`src/rtl/clkdiv_sched.sv`:
```
// -----------------------------------------------------------------------------
// clkdiv_sched
//
// Runtime-reconfigurable clock divider. NREQ requesters share the divide
// limit. Each asks for a new limit over a level req / pulsed ack handshake.
// A small scheduler picks one request at a time and checks it. A request
// below 2 is rejected (ack + nack). A valid limit is applied only at the end
// of the current divider period, so clk_div never shows a runt pulse.
//
// Configuration macro:
//   CLKDIV_SCHED_RR_EN  defined   : round-robin arbitration starting at rr_ptr
//                       undefined : fixed priority, lowest index wins
//
// Ports:
//   sysclk     in   1           system clock, all logic on rising edge
//   reset      in   1           asynchronous active-high reset
//   req        in   NREQ        per-requester level request
//   limit_in   in   NREQ*WIDTH  requested limits, requester i at [i*WIDTH +: WIDTH]
//   ack        out  NREQ        one-cycle registered completion pulse
//   nack       out  1           registered, high with ack on a rejected request
//   clk_div    out  1           registered divided clock
//   tick       out  1           high in the last cycle of each period
//   cur_limit  out  WIDTH       limit currently in force
//   busy       out  1           scheduler is handling a request
// -----------------------------------------------------------------------------
module clkdiv_sched #(
    parameter int CLOCK_FREQ = 20_000_000,
    parameter int F_OUT      = 17,
    parameter int NREQ       = 2,
    parameter int WIDTH      = 32
) (
    input  logic                    sysclk,
    input  logic                    reset,
    input  logic [NREQ-1:0]         req,
    input  logic [NREQ*WIDTH-1:0]   limit_in,
    output logic [NREQ-1:0]         ack,
    output logic                    nack,
    output logic                    clk_div,
    output logic                    tick,
    output logic [WIDTH-1:0]        cur_limit,
    output logic                    busy
);

    localparam int IDXW = (NREQ > 1) ? $clog2(NREQ) : 1;
    localparam logic [WIDTH-1:0] DEFAULT_LIMIT = WIDTH'(CLOCK_FREQ / F_OUT);

    localparam logic [1:0] S_IDLE  = 2'd0;
    localparam logic [1:0] S_GRANT = 2'd1;
    localparam logic [1:0] S_PEND  = 2'd2;
    localparam logic [1:0] S_ACK   = 2'd3;

    logic [1:0]        state_q, state_d;
    logic [WIDTH-1:0]  counter_q, counter_d;
    logic              clk_div_q, clk_div_d;
    logic [WIDTH-1:0]  cur_limit_q, cur_limit_d;
    logic [WIDTH-1:0]  pend_limit_q, pend_limit_d;
    logic [IDXW-1:0]   grant_q, grant_d;
    logic [NREQ-1:0]   ack_q, ack_d;
    logic              nack_q, nack_d;

    logic              tick_s;
    logic [IDXW-1:0]   rr_ptr_s;
    logic [IDXW-1:0]   cand_s;
    logic [IDXW-1:0]   win_idx_s;
    logic              win_found_s;

    // Last cycle of the period; cur_limit is always >= 2 so the subtraction never wraps.
    assign tick_s = (counter_q == (cur_limit_q - WIDTH'(1)));

`ifdef CLKDIV_SCHED_RR_EN
    logic [IDXW-1:0] rr_ptr_q, rr_ptr_d;

    // Round-robin pointer moves past the requester just served.
    always_comb begin
        if (state_q == S_ACK) begin
            rr_ptr_d = IDXW'((int'(grant_q) + 1) % NREQ);
        end else begin
            rr_ptr_d = rr_ptr_q;
        end
    end

    // Round-robin pointer register.
    always_ff @(posedge sysclk or posedge reset) begin
        if (reset) begin
            rr_ptr_q <= '0;
        end else begin
            rr_ptr_q <= rr_ptr_d;
        end
    end

    assign rr_ptr_s = rr_ptr_q;
`else
    // Fixed priority: search always starts at requester 0.
    assign rr_ptr_s = '0;
`endif

    // Arbiter: first set req bit scanning upward from rr_ptr, wrapping around.
    always_comb begin
        win_found_s = 1'b0;
        win_idx_s   = '0;
        cand_s      = '0;
        for (int k = 0; k < NREQ; k++) begin
            cand_s = IDXW'((int'(rr_ptr_s) + k) % NREQ);
            if (!win_found_s && req[cand_s]) begin
                win_found_s = 1'b1;
                win_idx_s   = cand_s;
            end else begin
                win_found_s = win_found_s;
            end
        end
    end

    // Scheduler FSM and divider next-state.
    always_comb begin
        state_d      = state_q;
        pend_limit_d = pend_limit_q;
        grant_d      = grant_q;
        cur_limit_d  = cur_limit_q;
        ack_d        = '0;
        nack_d       = 1'b0;
        if (tick_s) begin
            counter_d = '0;
        end else begin
            counter_d = counter_q + WIDTH'(1);
        end

        case (state_q)
            S_IDLE: begin
                if (win_found_s) begin
                    grant_d      = win_idx_s;
                    pend_limit_d = limit_in[int'(win_idx_s)*WIDTH +: WIDTH];
                    state_d      = S_GRANT;
                end else begin
                    state_d = S_IDLE;
                end
            end
            S_GRANT: begin
                // A limit below 2 cannot form a period with both phases.
                if (pend_limit_q < WIDTH'(2)) begin
                    ack_d[grant_q] = 1'b1;
                    nack_d         = 1'b1;
                    state_d        = S_ACK;
                end else begin
                    state_d = S_PEND;
                end
            end
            S_PEND: begin
                // Swap limits only on the period boundary; equal limits are not short-cut.
                if (tick_s) begin
                    cur_limit_d    = pend_limit_q;
                    counter_d      = '0;
                    ack_d[grant_q] = 1'b1;
                    state_d        = S_ACK;
                end else begin
                    state_d = S_PEND;
                end
            end
            S_ACK: begin
                state_d = S_IDLE;
            end
            default: begin
                state_d = S_IDLE;
            end
        endcase

        // Low for floor(L/2) cycles, high for the remainder of the period.
        clk_div_d = (counter_d >= (cur_limit_d >> 1));
    end

    // State, divider and output registers.
    always_ff @(posedge sysclk or posedge reset) begin
        if (reset) begin
            state_q      <= S_IDLE;
            counter_q    <= '0;
            clk_div_q    <= 1'b0;
            cur_limit_q  <= DEFAULT_LIMIT;
            pend_limit_q <= '0;
            grant_q      <= '0;
            ack_q        <= '0;
            nack_q       <= 1'b0;
        end else begin
            state_q      <= state_d;
            counter_q    <= counter_d;
            clk_div_q    <= clk_div_d;
            cur_limit_q  <= cur_limit_d;
            pend_limit_q <= pend_limit_d;
            grant_q      <= grant_d;
            ack_q        <= ack_d;
            nack_q       <= nack_d;
        end
    end

    assign ack       = ack_q;
    assign nack      = nack_q;
    assign clk_div   = clk_div_q;
    assign tick      = tick_s;
    assign cur_limit = cur_limit_q;
    assign busy      = (state_q != S_IDLE);

endmodule

```
`config.mk`:
```
export PLATFORM = sky130hd
export DESIGN_NAME = clkdiv_sched
export DESIGN_NICKNAME = d
export VERILOG_FILES = /design/src/rtl/clkdiv_sched.sv
export SDC_FILE = /design/constraint.sdc
export NUM_CORES = 1
export LEC_CHECK = 0
export BUFFER_PORTS_ARGS = -buffer_cell sky130_fd_sc_hd__buf_2
export CORE_UTILIZATION = 25
export CTS_CLUSTER_SIZE = 40
export DETAILED_ROUTE_END_ITERATION = 10
export HOLD_SLACK_MARGIN = 0.08
export PLACE_DENSITY = 0.46
export SLEW_MARGIN = 10
export SYNTH_ARGS = -nofsm -noshare
export SYNTH_HDL_FRONTEND = slang
export SYNTH_SLANG_ARGS = --single-unit
export TNS_END_PERCENT = 30
```
`constraint.sdc`:
```
create_clock -name sysclk -period 5.3 [get_ports sysclk]
set_input_delay 1.06 -clock sysclk [delete_from_list [all_inputs] [get_ports sysclk]]
set_output_delay 1.06 -clock sysclk [all_outputs]
set_load 0.02 [all_outputs]
```
==> impl_metrics.toml <==
[layout]
final_area_mm2 = 0.00834
nFillCells = 2793
antenna_cells = 0
fin_util_pct = 31.0
seq_area_mm2 = 0.00259
nets = 920
multi_input_area_mm2 = 0.00414
area_delta_synth_final_pct = 21.5
drive_gt1_share_pct = 27.1

[synthesis]
yosysMostFrequentCell = "dfrtp_1"
syn_avg_cell_area_um2 = 9.95
yosysTopAreaCellShare_pct = 33.2
synth_cell_types = 58
synthTopCellsByCount = "dfrtp_1, mux2i_1, nand2_1"
synth_area_leaders = "dfrtp_1, mux2i_1, ha_1"
synth_largest_area_cell = "dfrtp_1"
syn_nets = 795
ys_seq_area_share_pct = 37.8
syn_inst = 690
async_reset_ff_share_pct = 100
synth-seq-cells = 103
synth-warning-count = 0
synth_edf_count = 0
mappedNetlistArea_mm2 = 0.00687
ys.flop_type = "dfrtp_1"

[setup_path]
cp-start-kind = "flip-flop"
reg2reg_to = "clk_div"
reg2regPathDepth = 16
critPathKind = "flip-flop to flip-flop"
rr_startpoint = "cur_limit[22]"
crit_arrival_ps = 5180
cp_max_fo = 9
worstPathRequired_ps = 5530
regToRegSetupSlack_ps = 350
cp-end-kind = "flip-flop"

[floorplan]
chipWidth_um = 168
die_area_mm2 = 0.0281
start_util_pct = 25.5
rows = 60
dieHeight_um = 168
coreArea_mm2 = 0.0270
ioPinCount = 106

[clocking]
clk_pin_slew_ps = 70
cts_sinks = 103
clock_path_buffers = 2
numCtsBuffers = 9
htreeDepth = 3
cts_tree = "built"
clk_latency_ps = 350
root_buffer = "clkbuf_16"
hold_buffers = 0

[detailed_routing]
wl_per_cell_um = 16.9
drc = 0
met2WireLength_um = 9300
antenna_left = 0
top_layer_used = "met4"
wl_met1_um = 9600
drt_iter0_markers = 159
routed_wl_um = 19700
viasPerCell = 4.70
drt-pass1-iter-count = 4
vias = 5461
met3_length_um = 510

[grt]
grt_pass1_wl_um = 31300
gr-usage-all-layers_pct = 14.5
antenna_found_initial = 0
grt_overflow_total = 0
grt_max_degree = 70
grt_pass1_vias = 5541

[placement]
globalplace.congestion = 0.800
hpwl_um = 15400
port_buffers = 105
place_area_mm2 = 0.00802

[sta]
tightest_slew_ps = 1110
setup_viol = 0
finClkSkew_ps = 8.81
tns_ps = 0
fin_crit_ps = 4950
hold_violations = 0
fmaxAchievable_ghz = 0.202
layout_worst_path_cycle_share_pct = 93.4
maxSlewHeadroom_pct = 25.7
drv_slew = 0

[pwr]
power_density_mw_per_mm2 = 248
p_total_w = 0.00207
ir_drop_uv = 196
total_leakage_power_nw = 4.19

[job]
max_cap_viol_count = 0

[hold_path]
holdCritStartpoint = "pend_limit_q[0]"
min_to = "pend_limit_q[0]"
hold_path_class = "flip-flop to flip-flop"
min_path_cells = 2

[status]
status = "complete, no violations"
==> timing repair <==
item,4_1_cts,5_1_grt
buffers inserted,0,0
gates resized for setup,0,8
endpoints found under the setup margin,0,1
==> routing by layer <==
layer / up-vias / track usage [%]
li1: 2743 / -
met1: 2614 / 19.7
met2: 91 / 24.0
met3: 13 / 1.99
met4: 0 / 3.87
met5: - / 0
==> state kept, by name, summed over array words and instances (netlist names) <==
name          count
counter_q        32
cur_limit        32
pend_limit_q     32
ack               2
state_q           2
clk_div           1
grant_q           1
nack              1
==> layout by cell type (no fill, tap or decap), types with 4 or more instances in the layout <==
cell       netlist  final
nor2_1          56     56
dfstp_2         12     12
nand3_1         22     21
xor2_1          32     32
xnor2_1         35     35
clkbuf_16        0      9
mux2i_1         66     66
nand2b_1         6      6
or4_1            4      4
nand4b_1         4      4
and3_1           8      8
nand4_1         19     19
nor3_1          14     14
a21oi_1         14     14
nor2b_1          9      8
a211oi_1         4      4
inv_1           11     10
buf_2            6    105
mux2_1           4      4
ha_1            37     36
nor4_2           3      4
nand2_1         62     62
buf_4            4     39
dfrtp_1         91     91
o21ai_0         44     44
a21o_1          11     11
nor4_1          17     15
mux2_4          29     29
==> kinds of logic after synthesis <==
| logic type | after synthesis | share of synthesized area, % |
|---|---|---|
| adder cells (fa/ha/maj) | 37 | 6.74 |
| AND/OR/NAND/NOR | 244 | 18.3 |
| AO/OA/AOI/OAI | 96 | 8.71 |
| XOR/XNOR | 67 | 8.55 |
| buffers and inverters | 43 | 3.12 |
| flip-flops | 103 | 37.8 |
| multiplexers | 100 | 16.8 |
==> final cells by class <==
class / instances / share of cell area (%)
Timing Repair Buffer: 146 / 10.3
Inverter: 11 / 0.525
Tap cell: 341 / 5.11
Clock buffer: 11 / 2.91
Sequential cell: 103 / 31.1
Clock inverter: 5 / 0.510
Multi-Input combinational cell: 544 / 49.6
==> report_power, final <==
part	leakage [nW]	internal [W]	switching, W
combinational	2.75	0.000137	0.000195
clock	0.130	0.000337	0.000316
sequential	1.32	0.000917	0.000169
==> through the flow <==
stage	cells	setup slack (ps)	hold slack, ps
after detailed placement	1145	54.4	495
after CTS	1161	51.3	513
final	1161	350	512
after floorplan	690	428	443
after global placement	1145	130	489
after global routing	1161	-7.00	545
==> worst max path at each step <==
| stage | startpoint | endpoint | slack, ps |
|---|---|---|---|
| after floorplan | cur_limit[10] | clk_div | 430 |
| after detailed placement | cur_limit[0] | clk_div | 50 |
| final | cur_limit[22] | clk_div | 350 |
| after CTS | cur_limit[3] | clk_div | 50 |
| after global routing | cur_limit[3] | clk_div | -7 |
| after global placement | cur_limit[3] | clk_div | 130 |
==> critical path, cell delays in order (launching register included) <==
cell       delay (ps)
dfrtp_1           370
or4_1             690
or4_1             580
mux2_1            340
a211oi_1          370
nor4_1            130
and2_2            310
or2_1             240
ha_1              280
nand2b_1          140
a21o_1            170
a21o_1            170
a21oi_1           150
o211ai_1          160
a2111oi_2         410
o221a_2           240
o21ai_0            60
Power figures use the tool's default switching activity.
